$ cat src/rtl/dump_mem_datos_pkg.sv
// dump_mem_datos_pkg: FSM state encodings and address-width helper shared by the dump scanner.
package dump_mem_datos_pkg;

    localparam logic [2:0] S_IDLE  = 3'd0;
    localparam logic [2:0] S_CHECK = 3'd1;
    localparam logic [2:0] S_WAIT  = 3'd2;
    localparam logic [2:0] S_SEND  = 3'd3;
    localparam logic [2:0] S_DONE  = 3'd4;

    // Bits needed to address depth words; never less than one.
    function automatic int clogb2(input int depth);
        int r = 0;
        for (int v = depth - 1; v > 0; v = v >> 1) r++;
        return (r < 1) ? 1 : r;
    endfunction

endpackage

$ cat src/rtl/dump_mem_datos_if.sv
// dump_mem_datos_if: memory, dirty-tracker and consumer signals of the dump scanner.
interface dump_mem_datos_if
    import dump_mem_datos_pkg::*;
#(
    parameter int RAM_DEPTH = 1024,
    parameter int RAM_WIDTH = 32
);
    localparam int AW = clogb2(RAM_DEPTH);

    logic                 i_start;
    logic [AW-1:0]        o_addr;
    logic                 i_bit_sucio;
    logic                 o_ena;
    logic [RAM_WIDTH-1:0] i_data;
    logic                 o_valid;
    logic                 i_ready;
    logic [RAM_WIDTH-1:0] o_dato;
    logic [AW-1:0]        o_dir;
    logic                 o_busy;
    logic                 o_done;
    logic [AW:0]          o_cant_sucios;

    modport master (
        input  i_start, i_bit_sucio, i_data, i_ready,
        output o_addr, o_ena, o_valid, o_dato, o_dir, o_busy, o_done, o_cant_sucios
    );

    modport slave (
        output i_start, i_bit_sucio, i_data, i_ready,
        input  o_addr, o_ena, o_valid, o_dato, o_dir, o_busy, o_done, o_cant_sucios
    );

endinterface

$ cat src/rtl/dump_mem_datos.sv
// dump_mem_datos: scans data memory, reads only dirty words and streams them out with
// valid/ready, reporting how many words were sent.
module dump_mem_datos
    import dump_mem_datos_pkg::*;
#(
    parameter int RAM_DEPTH = 1024,
    parameter int RAM_WIDTH = 32
) (
    input  logic                i_clk,
    input  logic                i_soft_reset,
    dump_mem_datos_if.master    bus
);
    localparam int AW = clogb2(RAM_DEPTH);

    logic [2:0]           state_q, state_d;
    logic [AW-1:0]        cnt_q, cnt_d;
    logic [RAM_WIDTH-1:0] dato_q, dato_d;
    logic [AW-1:0]        dir_q, dir_d;
    logic [AW:0]          cant_q, cant_d;
    logic                 valid_q, busy_q, done_q;
    logic                 last;

    assign last = cnt_q == AW'(RAM_DEPTH - 1);

    // Address and read enable are combinational so a dirty hit is read in its own CHECK cycle.
    assign bus.o_addr        = (state_q == S_CHECK) ? cnt_q : '0;
    assign bus.o_ena         = (state_q == S_CHECK) && bus.i_bit_sucio;
    assign bus.o_valid       = valid_q;
    assign bus.o_busy        = busy_q;
    assign bus.o_done        = done_q;
    assign bus.o_dato        = dato_q;
    assign bus.o_dir         = dir_q;
    assign bus.o_cant_sucios = cant_q;

    always_comb begin
        state_d = state_q;
        cnt_d   = cnt_q;
        dato_d  = dato_q;
        dir_d   = dir_q;
        cant_d  = cant_q;
        case (state_q)
            S_IDLE: if (bus.i_start) begin
                cnt_d   = '0;
                cant_d  = '0;
                state_d = S_CHECK;
            end
            S_CHECK: begin
                state_d = bus.i_bit_sucio ? S_WAIT : (last ? S_DONE : S_CHECK);
                cnt_d   = (bus.i_bit_sucio || last) ? cnt_q : cnt_q + AW'(1);
            end
            S_WAIT: begin
                dato_d  = bus.i_data;
                dir_d   = cnt_q;
                state_d = S_SEND;
            end
            S_SEND: if (bus.i_ready) begin
                cant_d  = cant_q + (AW+1)'(1);
                cnt_d   = last ? cnt_q : cnt_q + AW'(1);
                state_d = last ? S_DONE : S_CHECK;
            end
            default: state_d = S_IDLE;
        endcase
    end

    // Flag outputs are registered from the next state so they line up with state_q.
    always_ff @(posedge i_clk or negedge i_soft_reset) begin
        if (!i_soft_reset) begin
            state_q <= S_IDLE;
            cnt_q   <= '0;
            dato_q  <= '0;
            dir_q   <= '0;
            cant_q  <= '0;
            valid_q <= 1'b0;
            busy_q  <= 1'b0;
            done_q  <= 1'b0;
        end else begin
            state_q <= state_d;
            cnt_q   <= cnt_d;
            dato_q  <= dato_d;
            dir_q   <= dir_d;
            cant_q  <= cant_d;
            valid_q <= state_d == S_SEND;
            busy_q  <= state_d != S_IDLE;
            done_q  <= state_d == S_DONE;
        end
    end

endmodule

$ cat src/flat_wrapper.sv
// flat-port wrapper written by rule: the top's interface ports become plain ports
module dump_mem_datos_flat import dump_mem_datos_pkg::*;
#(
    parameter int RAM_DEPTH = 1024,
    parameter int RAM_WIDTH = 32
)
  (i_clk, i_soft_reset, bus_i_start, bus_i_bit_sucio, bus_i_data, bus_i_ready, bus_o_addr, bus_o_ena, bus_o_valid, bus_o_dato, bus_o_dir, bus_o_busy, bus_o_done, bus_o_cant_sucios);
  dump_mem_datos_if #(.RAM_DEPTH(RAM_DEPTH), .RAM_WIDTH(RAM_WIDTH)) bus_i ();
  input  logic i_clk;
  input  logic i_soft_reset;
  input wire logic [$bits(bus_i.i_start)-1:0] bus_i_start;
  input wire logic [$bits(bus_i.i_bit_sucio)-1:0] bus_i_bit_sucio;
  input wire logic [$bits(bus_i.i_data)-1:0] bus_i_data;
  input wire logic [$bits(bus_i.i_ready)-1:0] bus_i_ready;
  output wire logic [$bits(bus_i.o_addr)-1:0] bus_o_addr;
  output wire logic [$bits(bus_i.o_ena)-1:0] bus_o_ena;
  output wire logic [$bits(bus_i.o_valid)-1:0] bus_o_valid;
  output wire logic [$bits(bus_i.o_dato)-1:0] bus_o_dato;
  output wire logic [$bits(bus_i.o_dir)-1:0] bus_o_dir;
  output wire logic [$bits(bus_i.o_busy)-1:0] bus_o_busy;
  output wire logic [$bits(bus_i.o_done)-1:0] bus_o_done;
  output wire logic [$bits(bus_i.o_cant_sucios)-1:0] bus_o_cant_sucios;
  assign bus_i.i_start = bus_i_start;
  assign bus_i.i_bit_sucio = bus_i_bit_sucio;
  assign bus_i.i_data = bus_i_data;
  assign bus_i.i_ready = bus_i_ready;
  assign bus_o_addr = bus_i.o_addr;
  assign bus_o_ena = bus_i.o_ena;
  assign bus_o_valid = bus_i.o_valid;
  assign bus_o_dato = bus_i.o_dato;
  assign bus_o_dir = bus_i.o_dir;
  assign bus_o_busy = bus_i.o_busy;
  assign bus_o_done = bus_i.o_done;
  assign bus_o_cant_sucios = bus_i.o_cant_sucios;
  dump_mem_datos #(.RAM_DEPTH(RAM_DEPTH), .RAM_WIDTH(RAM_WIDTH)) u_core (.i_clk(i_clk), .i_soft_reset(i_soft_reset), .bus(bus_i));
endmodule
$ cat config.mk
export PLATFORM = sky130hd
export DESIGN_NAME = dump_mem_datos_flat
export DESIGN_NICKNAME = d
export VERILOG_FILES = /design/src/rtl/dump_mem_datos_pkg.sv /design/src/rtl/dump_mem_datos_if.sv /design/src/rtl/dump_mem_datos.sv /design/src/flat_wrapper.sv
export SDC_FILE = /design/constraint.sdc
export NUM_CORES = 1
export LEC_CHECK = 0
export BUFFER_PORTS_ARGS = -buffer_cell sky130_fd_sc_hd__buf_2
export CAP_MARGIN = 20
export CORE_MARGIN = 3
export CORE_UTILIZATION = 40
export CTS_BUF_LIST = sky130_fd_sc_hd__clkbuf_4
export DETAILED_ROUTE_END_ITERATION = 8
export PLACE_DENSITY = 0.68
export REMOVE_ABC_BUFFERS = 1
export SYNTH_ARGS = -nofsm -noshare
export SYNTH_HDL_FRONTEND = slang
export SYNTH_SLANG_ARGS = --single-unit
$ cat constraint.sdc
create_clock -name i_clk -period 1.45 [get_ports i_clk]
set_input_delay 0 -clock i_clk [delete_from_list [all_inputs] [get_ports i_clk]]
set_output_delay 0 -clock i_clk [all_outputs]
set_load 0.01 [all_outputs]
==> flow_summary.toml, run 1 <==
[clocking]
clk_pin_slew_ns = 0.12
cts.sinks = 69
cts_tree = "yes"
cts.htree.levels = 3
clkLatencyLatePin_ns = 0.44
cts_buffer_depth = 2
cts_buffers = 9
clk_root_buffer_cell = "clkbuf_4"

[power_and_ir_drop]
irDropWorstVdd_uv = 876.7
power_mw = 9.577
leakage_nw = 2.612
p_per_area_mw_per_mm2 = 1770

[placed_design]
gp_congestion = 0.8476
place.detailed.hpwl_mm = 5.808
placed_area_sq_mm = 0.004108
dp_cells = 492
portBuffers = 103
dp_slack_ns = -0.3142

[floorplan]
die_w_um = 94.75
dieHeight_um = 94.75
die_area_sq_mm = 0.008978
boundaryPins = 104
initial_core_util = 0.4231
core_region_area_sq_mm = 0.007447
row_count = 31

[layout]
postLayoutCoreUtil = 0.7266
finalNetCount = 502
drive_above_1_share = 0.6026
multiInputGateArea_sq_mm = 0.001743
diodes = 0
fillers = 494
area_growth_pct = 71.76
instances_no_fill = 567
ff_latch_area_sq_mm = 0.001729
final_cell_area_sq_mm = 0.005411

[sta]
clock_skew_ns = 0.01401
tns_ns = -11.81
hold_slack_ns = 0.1245
setup_violations = 75
layout_setup_ws_ns = -0.3224
worst_pin_slew_ns = 0.4725
slew_violations = 0
rsz0062_at_grt = "yes"
maxSlewHeadroom = 0.6842
finalHoldViolations = 0
timing.fmax_mhz = 564.2
fin_crit_ns = 1.772
post-route-period-util = 1.222

[synthesis]
async_flop_share = 1.000
syn_area_sq_mm = 0.003151
ys_ff_latch = 69
synth_cells = 257
yosysTopAreaCell = "dfrtp_1"
synth_ff_type = "dfrtp_1"
ys_types = 48
yosysMostFrequentCell = "dfrtp_1"
synth_area_leaders = "dfrtp_1 (55%), mux2_2 (15%), and2_1 (2.4%), a21oi_1 (1.7%), nand2_1 (1.5%)"
synth_edf_count = 0
yosysTopAreaCellShare = 0.5481
yosysSeqAreaShare = 0.5481
syn_area_per_cell_sq_um = 12.26
synth.top_cells.by_count = "dfrtp_1 (69), mux2_2 (42), nand2_1 (13)"
yosys_warnings = 0

[global_routing]
grt_overflow = 0
grt_pass1_wl_mm = 16.70
grt_usage = 0.2451
grt_pass1_vias = 3142
grt_max_degree = 70
antenna_found_initial = 0

[drt]
post_drt_wl_per_cell_um = 19.14
first_pass_iters = 5
drt_iter0_drc = 159
postRouteAntennaNets = 0
via_count = 3025
post_drt_via_cell_ratio = 5.335
drc_errors = 0
drt-total-wl_mm = 10.86

[critical_path]
start_kind = "register"
required_ns = 1.45
r2r-start = "u_core.state_q[0]$_DFF_PN0_"
criticalPathCategory = "register to output pin"
startpoint = "u_core.state_q[1]$_DFF_PN0_"
crit_arrival_ns = 1.77
cp_max_fo = 4
end_kind = "output pin"

[worst_hold_path]
hold_path.class = "input pin to async pin"

[outcome]
violations = "negative setup slack"
status = "finished, violations left"

[run]
drv_cap = 0
## final timing paths
check	cells past startpoint	endpoint	slack, ns
worst max-delay path	5	bus_o_ena	-0.32
max in group asynchronous	3	u_core.state_q[2]$_DFF_PN0_	1.02
min in group i_clk	4	u_core.cnt_q[2]$_DFFE_PN0P_	0.14
worst max register to register	4	u_core.bus.o_cant_sucios[9]$_DFFE_PN0P_	-0.28
worst min register to register	1	u_core.bus.o_dir[6]$_DFFE_PN0N_	0.52
worst min-delay path	3	u_core.state_q[0]$_DFF_PN0_	0.12
## state kept, by name (all words and copies together), names as in the netlist
register and cells:
u_core.bus.o_done 1, u_core.bus.o_valid 1, u_core.state_q 3, u_core.bus.o_cant_sucios 11
u_core.cnt_q 10, u_core.bus.o_dato 32, u_core.bus.o_dir 10, u_core.bus.o_busy 1
## repair_timing
action,4_1_cts,5_1_grt
pin swaps,25,19
endpoints found under the setup margin,76,78
hold endpoints to repair,106,0
cloned,6,1
resized for setup,100,42
buffers inserted,18,5
hold buffers,36,0
## placed cells by master, fill, tap and decap left out, types with 2 or more instances in the layout
cell type	count
buf_2	92
dfrtp_1	67
mux2_4	42
buf_4	42
dlygate4sd3_1	36
buf_6	30
and2_4	11
nor2_1	10
a21oi_1	9
nand2_1	9
clkbuf_4	9
nand4_1	7
buf_12	7
nand3_1	6
o31ai_1	5
o21ai_0	4
nand2_2	3
nand2b_1	3
xnor2_1	3
xor2_1	3
o311ai_4	3
or3_1	3
or4_1	3
clkinvlp_4	3
nor2b_4	2
o21a_1	2
nor2b_1	2
a21oi_2	2
a2111oi_4	2
mux2i_1	2
a211oi_2	2
nor4_2	2
inv_6	2
dfrtp_2	2
## worst max-delay path, cell delays in order (launching register included)
cell and delay [ns]:
dfrtp_1 0.45, buf_6 0.15, nor3b_4 0.31, buf_4 0.19, and2_4 0.15, buf_6 0.10
## where the power goes
| part | switching (mW) | total [mW] | internal (mW) |
|---|---|---|---|
| clock network | 0.768 | 1.30 | 0.530 |
| registers | 0.446 | 3.03 | 2.59 |
| logic | 2.32 | 5.24 | 2.92 |
## cell families (layout without fill, tap and decap cells)
group,after synthesis,after routing,share of synthesized area
AND/OR/NAND/NOR,78,78,0.1398
flip-flops,69,69,0.5481
multiplexers,44,44,0.1565
AO/OA/AOI/OAI,41,42,0.1048
buffers and inverters,17,227,0.02621
XOR/XNOR,6,6,0.01668
adder cells (fa/ha/maj),2,2,0.007942
## layer usage
layer / part of all wire / global-route usage
met1: 0.41 / 0.3081
met5: 0 / 0
met4: 0.037 / 0.1346
met3: 0.042 / 0.04143
met2: 0.51 / 0.4011
## area by class of cell
class,instances,area share
flip-flops and latches,69,0.3195
inverters,2,0.001387
clock inverters,7,0.01364
well taps,99,0.02289
repair buffers,209,0.3080
clock buffers,9,0.01249
multi-input cells,172,0.3221
No activity file was read; power rests on OpenSTA's default activity.
==> run 2, diff against run 1 <==
- PLACE_DENSITY: 0.68 -> 0.66
- clock period: 1.45 -> 1.8 ns (I/O delays scaled with it)
==> flow_summary.toml, run 2 (synthesis gave the netlist of run 1 again) <==
[drt]
postRouteAntennaNets = 0
drc_errors = 0
via_count = 2575
post_drt_wl_per_cell_um = 14.77
post_drt_via_cell_ratio = 5.019
drt-total-wl_mm = 7.576
first_pass_iters = 4
drt_iter0_drc = 100

[floorplan]
dieHeight_um = 94.75
die_w_um = 94.75
boundaryPins = 104
die_area_sq_mm = 0.008978
initial_core_util = 0.4231
core_region_area_sq_mm = 0.007447
row_count = 31

[worst_hold_path]
hold_path.class = "input pin to async pin"

[sta]
maxSlewHeadroom = 0.5873
worst_pin_slew_ns = 0.6175
post-route-period-util = 0.9842
setup_violations = 0
rsz0062_at_grt = "yes"
finalHoldViolations = 0
slew_violations = 0
hold_slack_ns = 0.1191
clock_skew_ns = 0.01468
timing.fmax_mhz = 564.5
layout_setup_ws_ns = 0.02852
fin_crit_ns = 1.771

[power_and_ir_drop]
irDropWorstVdd_uv = 646.8
leakage_nw = 2.112
p_per_area_mw_per_mm2 = 1393

[layout]
instances_no_fill = 513
mostFrequentLayoutCells = "buf_2 (104), dfrtp_1 (68), mux2_2 (42)"
final_common_cell = "buf_2"
drive_above_1_share = 0.4638
postLayoutCoreUtil = 0.5929
finalNetCount = 448
diodes = 0
largest_reg_flops = 32
area_growth_pct = 40.15

[critical_path]
cp_max_fo = 8
criticalPathCategory = "register to register"
end_kind = "register"
crit_arrival_ns = 2.09
r2r-start = "u_core.state_q[1]$_DFF_PN0_"
startpoint = "u_core.state_q[1]$_DFF_PN0_"
start_kind = "register"
required_ns = 2.12

[clocking]
clkLatencyLatePin_ns = 0.43
clk_root_buffer_cell = "clkbuf_4"
cts_buffers = 9
cts.htree.levels = 3
cts_buffer_depth = 2
clk_pin_slew_ns = 0.13
cts.sinks = 69
cts_tree = "yes"

[placed_design]
dp_slack_ns = 0.001753
place.detailed.hpwl_mm = 5.091
dp_cells = 459
gp_congestion = 0.7842
portBuffers = 103

[global_routing]
antenna_found_initial = 0
grt_usage = 0.1770
grt_pass1_vias = 2514
grt_overflow = 0
grt_max_degree = 70
grt_pass1_wl_mm = 12.21

[outcome]
status = "finished, final reports clean"

[run]
drv_cap = 0
[run 2: metal layers]
metal	vias up	global-route usage	part of all wire
met4	0	0.1022	0.027
li1	1247	-	-
met2	59	0.2989	0.52
met1	1250	0.2081	0.41
met5	-	0	0
met3	19	0.03665	0.042
[run 2: worst paths after layout]
check / to / slack (ns) / cells past startpoint
worst max register to register: u_core.bus.o_cant_sucios[7]$_DFFE_PN0P_ / 0.03 / 5
worst min register to register: u_core.bus.o_dir[1]$_DFFE_PN0N_ / 0.51 / 1
worst max-delay path: u_core.bus.o_cant_sucios[7]$_DFFE_PN0P_ / 0.03 / 5
min in group i_clk: u_core.bus.o_cant_sucios[0]$_DFFE_PN0P_ / 0.18 / 5
worst min-delay path: u_core.bus.o_cant_sucios[1]$_DFFE_PN0P_ / 0.12 / 3
max in group asynchronous: u_core.state_q[0]$_DFF_PN0_ / 1.39 / 3
[run 2: worst max-delay path, cell delays in order (launching register included)]
cell and delay, ns:
dfrtp_1 0.43, buf_4 0.15, or4b_1 0.70, nand2_1 0.13
a21oi_1 0.04, a31o_2 0.22
[run 2: timing repair]
item | in CTS | in global routing
resized for setup | 2 | 6
hold buffers | 35 | 0
endpoints found under the hold margin | 108 | 0
buffers inserted | 0 | 2
pin swaps | 0 | 0
setup endpoints to repair | 4 | 20
cloned | 0 | 1
[run 2: power breakdown]
| part | switching (mW) | internal [mW] |
|---|---|---|
| Combinational | 1.28 | 1.28 |
| Clock | 0.613 | 0.584 |
| Sequential | 0.314 | 2.08 |
[run 2: area by class of cell]
type,count,area (sq um)
fill,656,3032
sequential,69,1728
multi-input combinational,171,1361
timing repair buffer,156,1023
tap,99,123.9
clock inverter,7,103.9
clock buffer,9,67.56
inverter,2,7.507
[run 2: per-stage QoR]
| stage | power (mW) | setup TNS [ns] | instance area, sq um |
|---|---|---|---|
| floorplan | 3.827 | -51.61 | 3075 |
| global placement | 4.812 | 0 | 3860 |
| detailed placement | 4.889 | 0 | 3860 |
| CTS | 6.174 | 0 | 4384 |
| global route | 6.575 | -0.5869 | 4415 |
| finish | 6.152 | 0 | 4415 |
==> run 3, diff against run 2 <==
- ABC_AREA: default -> 1
==> flow_summary.toml, run 3 <==
[outcome]
status = "finished, final reports clean"

[synthesis]
yosysMostFrequentCell = "nand2_1"
syn_area_sq_mm = 0.003117
synth_edf_count = 0
synth_cells = 327
synth_area_leaders = "dfrtp_1 (55%), mux2_2 (12%), nand2_1 (9.0%), nor2_1 (4.1%), inv_1 (3.3%)"
synth_ff_type = "dfrtp_1"
syn_area_per_cell_sq_um = 9.531
yosysTopAreaCellShare = 0.5540
yosys_warnings = 0
yosysSeqAreaShare = 0.5540
synth.top_cells.by_count = "nand2_1 (75), dfrtp_1 (69), nor2_1 (34)"
ys_ff_latch = 69
ys_types = 23
async_flop_share = 1.000
yosysTopAreaCell = "dfrtp_1"

[drt]
post_drt_wl_per_cell_um = 12.81
first_pass_iters = 4
drt-total-wl_mm = 7.377
drt_iter0_drc = 89
via_count = 2696
post_drt_via_cell_ratio = 4.681
postRouteAntennaNets = 0
drc_errors = 0

[floorplan]
core_region_area_sq_mm = 0.007408
die_w_um = 94.27
row_count = 31
dieHeight_um = 94.27
boundaryPins = 104
initial_core_util = 0.4207
die_area_sq_mm = 0.008887

[layout]
drive_above_1_share = 0.3501
fillers = 650
diodes = 0
ff_latch_area_sq_mm = 0.001727
final_common_cell = "buf_2"
largest_reg_flops = 32
multiInputGateArea_sq_mm = 0.001234
mostFrequentLayoutCells = "buf_2 (103), nand2_1 (75), dfrtp_1 (69)"
area_growth_pct = 36.21
finalNetCount = 511

[critical_path]
slowest_stage = "dfrtp_1"
end_kind = "register"
crit_arrival_ns = 1.88
required_ns = 2.08
rrSetupSlack_ns = 0.20
r2r-start = "u_core.cnt_q[1]$_DFFE_PN0P_"
cp_cell_sequence = "ha_1 > inv_1 > nor2_4 > nand2_2 > nor2_2 > nand2_1 > nand2_4 > o21ai_0"
cp_max_fo = 20
r2r_end = "u_core.cnt_q[7]$_DFFE_PN0P_"
criticalPathCategory = "register to register"
start_kind = "register"
cpPeakStageDelay_ns = 0.43
rr_worst_depth = 8
startpoint = "u_core.cnt_q[1]$_DFFE_PN0P_"

[sta]
tns_ns = 0
timing.fmax_mhz = 624.3
slew_violations = 0
clock_skew_ns = 0.02007
worst_pin_slew_ns = 0.3612
maxSlewHeadroom = 0.7592
setup_violations = 0
fin_crit_ns = 1.602
post-route-period-util = 0.8899
finalHoldViolations = 0
rsz0062_at_grt = "no"

[placed_design]
place.detailed.hpwl_mm = 5.041
portBuffers = 103
gp_congestion = 0.8258

[clocking]
clkLatencyLatePin_ns = 0.41
cts_setup_buffers = 0
clk_root_buffer_cell = "clkbuf_4"
cts_tree = "yes"
cts.sinks = 69
clk_pin_slew_ns = 0.13
cts.htree.levels = 3
cts_buffer_depth = 2
cts_buffers = 9

[power_and_ir_drop]
power_mw = 5.579
p_per_area_mw_per_mm2 = 1314
irDropWorstVdd_uv = 635.8
leakage_nw = 2.120

[worst_hold_path]
hold_path.class = "input pin to async pin"

[global_routing]
grt_max_degree = 70
grt_pass1_vias = 2633
grt_usage = 0.1769
antenna_found_initial = 0
grt_overflow = 0
grt_pass1_wl_mm = 12.22

[run]
drv_cap = 0
==> run 3: metrics by stage <==
| step | worst slack, ns | hold slack [ns] | cells | area, sq um | utilization |
|---|---|---|---|---|---|
| 2_1_floorplan | 0.1902 | -0.2956 | 318 | 3064 | - |
| 3_3_place_gp | 0.1841 | 0.05315 | 525 | 3766 | 0.5084 |
| 3_5_place_dp | 0.1221 | 0.04811 | 525 | 3766 | 0.5084 |
| 4_1_cts | 0.1015 | 0.1317 | 576 | 4240 | 0.5724 |
| 5_1_grt | 0.01575 | 0.1117 | 576 | 4245 | 0.5730 |
| 6_report | 0.1982 | 0.1335 | 576 | 4245 | 0.5730 |
==> run 3: final cells by class <==
type	count	share of cell area
sequential	69	0.4067
clock buffer	9	0.01592
multi-input combinational	220	0.2906
inverter	29	0.02564
tap	99	0.02918
clock inverter	7	0.01326
timing repair buffer	143	0.2187
==> run 3: per-layer routing <==
metal	part of all wire	GRT usage	up-vias
li1	-	-	1353
met1	0.42	0.2101	1255
met2	0.51	0.3109	78
met3	0.046	0.04487	10
met4	0.017	0.05776	0
met5	0	0	-
==> run 3: cell families (layout without fill, tap and decap cells) <==
family / after synthesis / after routing / share of synthesized area
mux: 32 / 32 / 0.1156
compound gates: 34 / 34 / 0.05620
fa+ha+maj: 2 / 2 / 0.008028
buf+inv: 38 / 188 / 0.05178
flops: 69 / 69 / 0.5540
simple gates: 149 / 149 / 0.2059
xor+xnor: 3 / 3 / 0.008432
==> run 3: where the power goes <==
group,internal (mW),switching (mW)
logic,1.06,1.27
clock network,0.302,0.598
registers,2.05,0.296
==> run 3: critical path, delay by kind of cell, from the launching register on <==
family / cells / cell delay (ns)
AO/OA/AOI/OAI: 1 / 0.12
adder cells (fa/ha/maj): 1 / 0.22
AND/OR/NAND/NOR: 5 / 0.63
buffers and inverters: 1 / 0.08
flip-flops: 1 / 0.43
==> run 3: how the worst max path moves through the flow <==
stage / end / slack [ns]
global route: u_core.cnt_q[3]$_DFFE_PN0P_ / 0.02
global placement: u_core.cnt_q[7]$_DFFE_PN0P_ / 0.18
floorplan: u_core.bus.o_busy$_DFF_PN0_ / 0.19
CTS: u_core.cnt_q[7]$_DFFE_PN0P_ / 0.10
finish: u_core.cnt_q[7]$_DFFE_PN0P_ / 0.20
detailed placement: u_core.cnt_q[7]$_DFFE_PN0P_ / 0.12
==> run 3: repair_timing <==
item,CTS,global route
endpoints found under the hold margin,110,0
gates resized for setup,0,1
setup endpoints to repair,0,10
hold buffers,35,0
